<file path="config.mk">
export PLATFORM = sky130hd
export DESIGN_NAME = mem_access_unit_flat
export DESIGN_NICKNAME = d
export VERILOG_FILES = /design/src/rtl/mem_access_unit_if.sv /design/src/rtl/mem_access_unit.sv /design/src/flat_wrapper.sv
export SDC_FILE = /design/constraint.sdc
export NUM_CORES = 1
export LEC_CHECK = 0
export CORE_AREA = 5 5 133 135
export CTS_CLUSTER_DIAMETER = 60
export DETAILED_ROUTE_END_ITERATION = 8
export DIE_AREA = 0 0 138 140
export PLACE_DENSITY = 0.75
export SLEW_MARGIN = 20
export SYNTH_ARGS = -nofsm -noshare
export SYNTH_HDL_FRONTEND = slang
export SYNTH_SLANG_ARGS = --single-unit
export TNS_END_PERCENT = 100
</file>
<file path="constraint.sdc">
create_clock -name clk -period 4.62 [get_ports clk]
set_input_delay 1.155 -clock clk [delete_from_list [all_inputs] [get_ports clk]]
set_output_delay 1.155 -clock clk [all_outputs]
set_load 0.01 [all_outputs]
</file>
<file path="src/rtl/mem_access_unit_if.sv">
`default_nettype none
// ============================================================================
// Module   : mem_access_unit_if
// Purpose  : Data-memory request/response bus between the MEM stage and memory.
// Revision : 1.0 - initial release
// ============================================================================
interface mem_access_unit_if;
    logic        mem_req;
    logic        mem_we;
    logic [31:0] mem_addr;
    logic [31:0] mem_wdata;
    logic        mem_ack;
    logic [31:0] mem_rdata;

    modport master (
        output mem_req, mem_we, mem_addr, mem_wdata,
        input  mem_ack, mem_rdata
    );

    modport slave (
        input  mem_req, mem_we, mem_addr, mem_wdata,
        output mem_ack, mem_rdata
    );
endinterface
`default_nettype wire

</file>
<file path="src/rtl/mem_access_unit.sv">
`default_nettype none
// ============================================================================
// Module   : mem_access_unit
// Purpose  : Pipeline MEM stage; stalls the pipe around data-memory accesses,
//            with access/timeout error flags. Define MEM_STATS_EN to build the
//            load/store/stall performance counters (tied to zero otherwise).
// Revision : 1.0 - initial release
// ============================================================================
module mem_access_unit #(
    parameter int TIMEOUT_CYCLES = 16
) (
    input  wire logic        clk,
    input  wire logic        reset,
    input  wire logic        ex_valid,
    input  wire logic [31:0] aluout_in,
    input  wire logic [31:0] writedata_in,
    input  wire logic        memread_in,
    input  wire logic        memwrite_in,
    input  wire logic        regwrite_in,
    input  wire logic        memtoreg_in,
    input  wire logic [4:0]  write_reg_in,
    mem_access_unit_if.master mem,
    output logic             stall,
    output logic             wb_valid,
    output logic [31:0]      readdata_out,
    output logic [31:0]      ULAout_out,
    output logic [4:0]       write_reg_out,
    output logic             regwrite_out,
    output logic             memtoreg_out,
    output logic             busy,
    output logic             err_access,
    output logic             err_timeout,
    output logic [31:0]      load_count,
    output logic [31:0]      store_count,
    output logic [31:0]      stall_count
);

    localparam int                  c_WAIT_W    = $clog2(TIMEOUT_CYCLES + 1);
    localparam logic [c_WAIT_W-1:0] c_WAIT_LAST = c_WAIT_W'(TIMEOUT_CYCLES - 1);
    localparam logic [c_WAIT_W-1:0] c_WAIT_ONE  = c_WAIT_W'(1);

    localparam logic [0:0] S_IDLE   = 1'b0;
    localparam logic [0:0] S_ACCESS = 1'b1;

    logic [0:0]          r_state;
    logic [0:0]          w_state_nxt;
    logic [c_WAIT_W-1:0] r_wait_cnt;
    logic                r_mem_we;
    logic [31:0]         r_mem_addr;
    logic [31:0]         r_mem_wdata;
    logic                r_err_access;
    logic                r_err_timeout;

    logic                w_is_mem;
    logic                w_illegal;
    logic                w_start;
    logic                w_set_err_access;
    logic                w_set_err_timeout;
    logic                w_regwrite;
    logic [31:0]         w_readdata;

    assign w_is_mem  = memread_in | memwrite_in;
    assign w_illegal = (memread_in & memwrite_in) | (w_is_mem & (aluout_in[1:0] != 2'b00));

    always_ff @(posedge clk or posedge reset) begin
        if (reset) begin
            r_state <= S_IDLE;
        end else begin
            r_state <= w_state_nxt;
        end
    end

    // Outputs are forced quiet while reset is held so the pipe never sees a
    // stall or writeback from a half-reset stage.
    always_comb begin
        w_state_nxt       = r_state;
        stall             = 1'b0;
        wb_valid          = 1'b0;
        w_regwrite        = 1'b0;
        w_readdata        = 32'h0;
        w_start           = 1'b0;
        w_set_err_access  = 1'b0;
        w_set_err_timeout = 1'b0;
        if (!reset) begin
            case (r_state)
                S_IDLE: begin
                    if (ex_valid) begin
                        if (!w_is_mem) begin
                            wb_valid   = 1'b1;
                            w_regwrite = regwrite_in;
                        end else if (w_illegal) begin
                            wb_valid         = 1'b1;
                            w_set_err_access = 1'b1;
                        end else begin
                            stall       = 1'b1;
                            w_start     = 1'b1;
                            w_state_nxt = S_ACCESS;
                        end
                    end
                end
                S_ACCESS: begin
                    if (mem.mem_ack) begin
                        wb_valid    = 1'b1;
                        w_regwrite  = regwrite_in;
                        w_readdata  = r_mem_we ? 32'h0 : mem.mem_rdata;
                        w_state_nxt = S_IDLE;
                    end else if (r_wait_cnt == c_WAIT_LAST) begin
                        wb_valid          = 1'b1;
                        w_set_err_timeout = 1'b1;
                        w_state_nxt       = S_IDLE;
                    end else begin
                        stall = 1'b1;
                    end
                end
                default: w_state_nxt = S_IDLE;
            endcase
        end
    end

    always_ff @(posedge clk or posedge reset) begin
        if (reset) begin
            r_wait_cnt    <= '0;
            r_mem_we      <= 1'b0;
            r_mem_addr    <= 32'h0;
            r_mem_wdata   <= 32'h0;
            r_err_access  <= 1'b0;
            r_err_timeout <= 1'b0;
        end else begin
            if (w_start) begin
                r_wait_cnt  <= '0;
                r_mem_we    <= memwrite_in;
                r_mem_addr  <= aluout_in;
                r_mem_wdata <= writedata_in;
            end else if (r_state == S_ACCESS && stall) begin
                r_wait_cnt <= r_wait_cnt + c_WAIT_ONE;
            end
            if (w_set_err_access) begin
                r_err_access <= 1'b1;
            end
            if (w_set_err_timeout) begin
                r_err_timeout <= 1'b1;
            end
        end
    end

    assign mem.mem_req   = (r_state == S_ACCESS);
    assign mem.mem_we    = r_mem_we;
    assign mem.mem_addr  = r_mem_addr;
    assign mem.mem_wdata = r_mem_wdata;

    assign busy          = (r_state == S_ACCESS);
    assign err_access    = r_err_access;
    assign err_timeout   = r_err_timeout;
    assign regwrite_out  = w_regwrite;
    assign readdata_out  = w_readdata;
    assign ULAout_out    = aluout_in;
    assign write_reg_out = write_reg_in;
    assign memtoreg_out  = memtoreg_in;

`ifdef MEM_STATS_EN
    logic        w_ack_load;
    logic        w_ack_store;
    logic [31:0] r_load_cnt;
    logic [31:0] r_store_cnt;
    logic [31:0] r_stall_cnt;

    assign w_ack_load  = (r_state == S_ACCESS) & mem.mem_ack & ~r_mem_we;
    assign w_ack_store = (r_state == S_ACCESS) & mem.mem_ack &  r_mem_we;

    always_ff @(posedge clk or posedge reset) begin
        if (reset) begin
            r_load_cnt  <= 32'h0;
            r_store_cnt <= 32'h0;
            r_stall_cnt <= 32'h0;
        end else begin
            if (w_ack_load)  r_load_cnt  <= r_load_cnt + 32'd1;
            if (w_ack_store) r_store_cnt <= r_store_cnt + 32'd1;
            if (stall)       r_stall_cnt <= r_stall_cnt + 32'd1;
        end
    end

    assign load_count  = r_load_cnt;
    assign store_count = r_store_cnt;
    assign stall_count = r_stall_cnt;
`else
    assign load_count  = 32'h0;
    assign store_count = 32'h0;
    assign stall_count = 32'h0;
`endif

endmodule
`default_nettype wire

</file>
<file path="src/flat_wrapper.sv">
// flat-port wrapper written by rule: the top's interface ports become plain ports
module mem_access_unit_flat 
#(
    parameter int TIMEOUT_CYCLES = 16
)
  (clk, reset, ex_valid, aluout_in, writedata_in, memread_in, memwrite_in, regwrite_in, memtoreg_in, write_reg_in, stall, wb_valid, readdata_out, ULAout_out, write_reg_out, regwrite_out, memtoreg_out, busy, err_access, err_timeout, load_count, store_count, stall_count, mem_mem_req, mem_mem_we, mem_mem_addr, mem_mem_wdata, mem_mem_ack, mem_mem_rdata);
  mem_access_unit_if mem_i ();
  input  wire logic clk;
  input  wire logic reset;
  input  wire logic ex_valid;
  input  wire logic [31:0] aluout_in;
  input  wire logic [31:0] writedata_in;
  input  wire logic memread_in;
  input  wire logic memwrite_in;
  input  wire logic regwrite_in;
  input  wire logic memtoreg_in;
  input  wire logic [4:0] write_reg_in;
  output logic stall;
  output logic wb_valid;
  output logic [31:0] readdata_out;
  output logic [31:0] ULAout_out;
  output logic [4:0] write_reg_out;
  output logic regwrite_out;
  output logic memtoreg_out;
  output logic busy;
  output logic err_access;
  output logic err_timeout;
  output logic [31:0] load_count;
  output logic [31:0] store_count;
  output logic [31:0] stall_count;
  output wire logic [$bits(mem_i.mem_req)-1:0] mem_mem_req;
  output wire logic [$bits(mem_i.mem_we)-1:0] mem_mem_we;
  output wire logic [$bits(mem_i.mem_addr)-1:0] mem_mem_addr;
  output wire logic [$bits(mem_i.mem_wdata)-1:0] mem_mem_wdata;
  input wire logic [$bits(mem_i.mem_ack)-1:0] mem_mem_ack;
  input wire logic [$bits(mem_i.mem_rdata)-1:0] mem_mem_rdata;
  assign mem_mem_req = mem_i.mem_req;
  assign mem_mem_we = mem_i.mem_we;
  assign mem_mem_addr = mem_i.mem_addr;
  assign mem_mem_wdata = mem_i.mem_wdata;
  assign mem_i.mem_ack = mem_mem_ack;
  assign mem_i.mem_rdata = mem_mem_rdata;
  mem_access_unit #(.TIMEOUT_CYCLES(TIMEOUT_CYCLES)) u_core (.clk(clk), .reset(reset), .ex_valid(ex_valid), .aluout_in(aluout_in), .writedata_in(writedata_in), .memread_in(memread_in), .memwrite_in(memwrite_in), .regwrite_in(regwrite_in), .memtoreg_in(memtoreg_in), .write_reg_in(write_reg_in), .mem(mem_i), .stall(stall), .wb_valid(wb_valid), .readdata_out(readdata_out), .ULAout_out(ULAout_out), .write_reg_out(write_reg_out), .regwrite_out(regwrite_out), .memtoreg_out(memtoreg_out), .busy(busy), .err_access(err_access), .err_timeout(err_timeout), .load_count(load_count), .store_count(store_count), .stall_count(stall_count));
endmodule
</file>
==> reports/metrics.cfg <==
[drt]
drt-pass1-iter-count = 4
drt_iter0_drc = 51
avgViaCountPerCell = 3.78
drt-wirelength-per-cell_um = 15.0
finalWirelength_um = 11800
antenna_left = 0
via_count = 2967
drc = 0

[floorplanning]
die-area_um2 = 19300
core_um2 = 16300
num_rows = 47
io_pins = 347
start_util_pct = 26.0
fp.dieH_um = 140
die_w_um = 138

[clock_tree]
numCtsBuffers = 9
cts_setup_buffers = 0
cts_tree = yes
clockRootBuffer = clkbuf_16
cts.sinks = 73
clock_latency_ns = 0.33
clock_path_buffers = 2
cts_resized = 0
hold_buffers = 0
clk_pin_slew_ns = 0.06
h-tree-depth = 3

[timing]
min_period_over_period_pct = 91.8
fin_crit_ns = 4.24
finalMaxSlewViolations = 0
setup_viol = 0
slew_headroom_pct = 48.1
fin_skew_ns = 0.00790
finalHoldViolCount = 0
worst_pin_slew_ns = 0.777
setup_tns_ns = 0
rsz0062_at_grt = no
fmax_mhz = 236

[power]
power_mw = 2.52
peakVddDrop_v = 0.000157
powerDensity_nw_per_um2 = 387
p_leak_nw = 2.97

[final_layout]
fin_util_pct = 39.9
drive_above_1_share_pct = 15.4
seqCellArea_um2 = 1830
antenna_cells = 0
multiInputGateArea_um2 = 1680
postLayoutCellArea_um2 = 6530
layout.nets = 672
fillCellCount = 1608
syn2layout_area_growth_pct = 53.5
fin_cells = 785

[global_routing]
track_usage_pct = 11.4
grt_max_degree = 46
grt_pass1_vias = 3052
grt_first_pass_wirelength_um = 17000
grt_overflow_total = 0
grt_antenna_before_repair = 0

[worst_setup_path]
critPathRequiredTime_ns = 3.46
critPathCaptureType = output pin
worstSetupPathType = in -> out
r2r_cells = 5
rr_startpoint = u_core.busy$_DFFE_PP0N_
rrSetupSlack_ns = 2.21
worstReg2RegEnd = u_core.mem.mem_addr[9]$_DFFE_PP0N_
start_kind = input port
worstPathArrival_ns = 3.08
cp_max_fo = 7

[placed_design]
dpl_cell_area_um2 = 6230
dp_cells = 770
hpwlAfterDp_um = 9820
gp_congestion = 0.747
io_buffers = 238

[synth]
netlist_area_um2 = 4250
synth.yosys.seq_area_share_pct = 43.0
ys_types = 31
synth_area_leader_cell = dfrtp_1
ys_ff_latch = 73
synthTopCellsByArea = dfrtp_1 (43%), buf_4 (24%), mux2_4 (13%), mux2_2 (7.1%), and2_1 (5.0%)
syn_inst = 358
synth_warnings = 0
synth_top_area_share_pct = 43.0
syn_area_per_cell_um2 = 11.9

[run]
max_cap_violations = 0

[worst_hold_path]
hold_start = u_core.err_access$_DFFE_PP0P_
hold_path_class = reg -> reg
hold_end = u_core.err_access$_DFFE_PP0P_
min_path_cells = 1

[outcome]
status = finished clean

-- metrics by stage --
stage          hold slack (ns)  worst slack, ns
2_1_floorplan            0.493             1.25
3_3_place_gp             0.462            0.294
3_5_place_dp             0.460            0.305
4_1_cts                  0.474            0.297
5_1_grt                  0.496            0.272
6_report                 0.470            0.381
-- worst max-delay path, cell delays in order --
cell	delay (ns)
clkdlybuf4s50_1	0.55
or4b_1	0.68
nand2_1	0.13
clkdlybuf4s50_1	0.56
-- Yosys cell counts --
cell and count:
buf_4 135, dfrtp_1 73, mux2_4 36, and2_1 34, mux2_2 27, a21oi_1 5
buf_6 5, inv_1 5, clkbuf_1 4, nand2_1 3, o21ai_0 3, buf_2 2
ha_1 2, nor2_1 2, nor3b_1 2, nor4b_1 2, o211ai_1 2, or3_1 2
xnor2_1 2, a211oi_1 1, a21o_1 1, a41o_1 1, and3_1 1, conb_1 1
maj3_1 1, nand3_1 1, nor3b_2 1, nor4_1 1, or2_1 1, or3b_1 1
or4b_1 1
-- registers in the layout, indices dropped and copies added, names as in the netlist --
signal,count
u_core.busy,1
u_core.err_access,1
u_core.r_wait_cnt,5
u_core.mem.mem_we,1
u_core.err_timeout,1
u_core.mem.mem_addr,32
u_core.mem.mem_wdata,32
-- layout by cell type (no fill, tap or decap), drive strengths merged --
| cell | instances |
|---|---|
| nor3b | 3 |
| clkdlybuf4s50 | 238 |
| bufinv | 1 |
| a41o | 1 |
| or3 | 2 |
| nor4 | 1 |
| a211oi | 1 |
| nor4b | 2 |
| and3 | 1 |
| xnor2 | 2 |
| ha | 2 |
| and2 | 34 |
| a21o | 1 |
| maj3 | 1 |
| inv | 4 |
| clkbuf | 10 |
| mux2 | 63 |
| nand2 | 3 |
| nor2 | 2 |
| nand3 | 1 |
| or3b | 1 |
| o211ai | 2 |
| buf | 5 |
| conb | 96 |
| clkinv | 4 |
| o21ai | 3 |
| dfrtp | 73 |
| a21oi | 5 |
| or4b | 1 |
| clkinvlp | 1 |
| or2 | 1 |
-- layer usage --
layer / up-vias / global-route usage (%) / wire length, um
met5: - / 0 / 0
met2: 207 / 21.1 / 6180
met3: 14 / 5.15 / 1210
met4: 0 / 4.21 / 246
met1: 1391 / 11.1 / 4140
li1: 1355 / - / -
-- report_power, final --
part | total (mW) | switching (mW) | internal, mW
sequential | 0.925 | 0.103 | 0.822
clock | 0.689 | 0.261 | 0.428
combinational | 0.910 | 0.323 | 0.587
-- area by class of cell --
type                            count  area share [%]
Inverter                            5           0.307
Timing Repair Buffer              243            37.3
Multi-Input combinational cell    229            25.7
Clock inverter                      5           0.863
Sequential cell                    73            28.0
Clock buffer                       10            3.66
Tap cell                          220            4.22
-- logic make-up (layout without fill, tap and decap cells) --
family	Yosys count	in the layout	synth area share, %
xor+xnor	2	2	0.412
buf+inv	151	263	26.2
mux	63	63	19.9
compound gates	13	13	1.88
flops	73	73	43.0
other cells	1	96	0.0882
fa+ha+maj	3	3	0.824
simple gates	52	52	7.80
-- worst max path at each step --
stage / to / start / cells after the start / slack (ns)
floorplan: stall / aluout_in[1] / 5 / 1.25
global placement: regwrite_out / memwrite_in / 6 / 0.29
detailed placement: regwrite_out / memwrite_in / 6 / 0.30
CTS: regwrite_out / memwrite_in / 6 / 0.30
global route: regwrite_out / memwrite_in / 6 / 0.27
finish: stall / reset / 4 / 0.38
(Power assumes the default switching activity.)
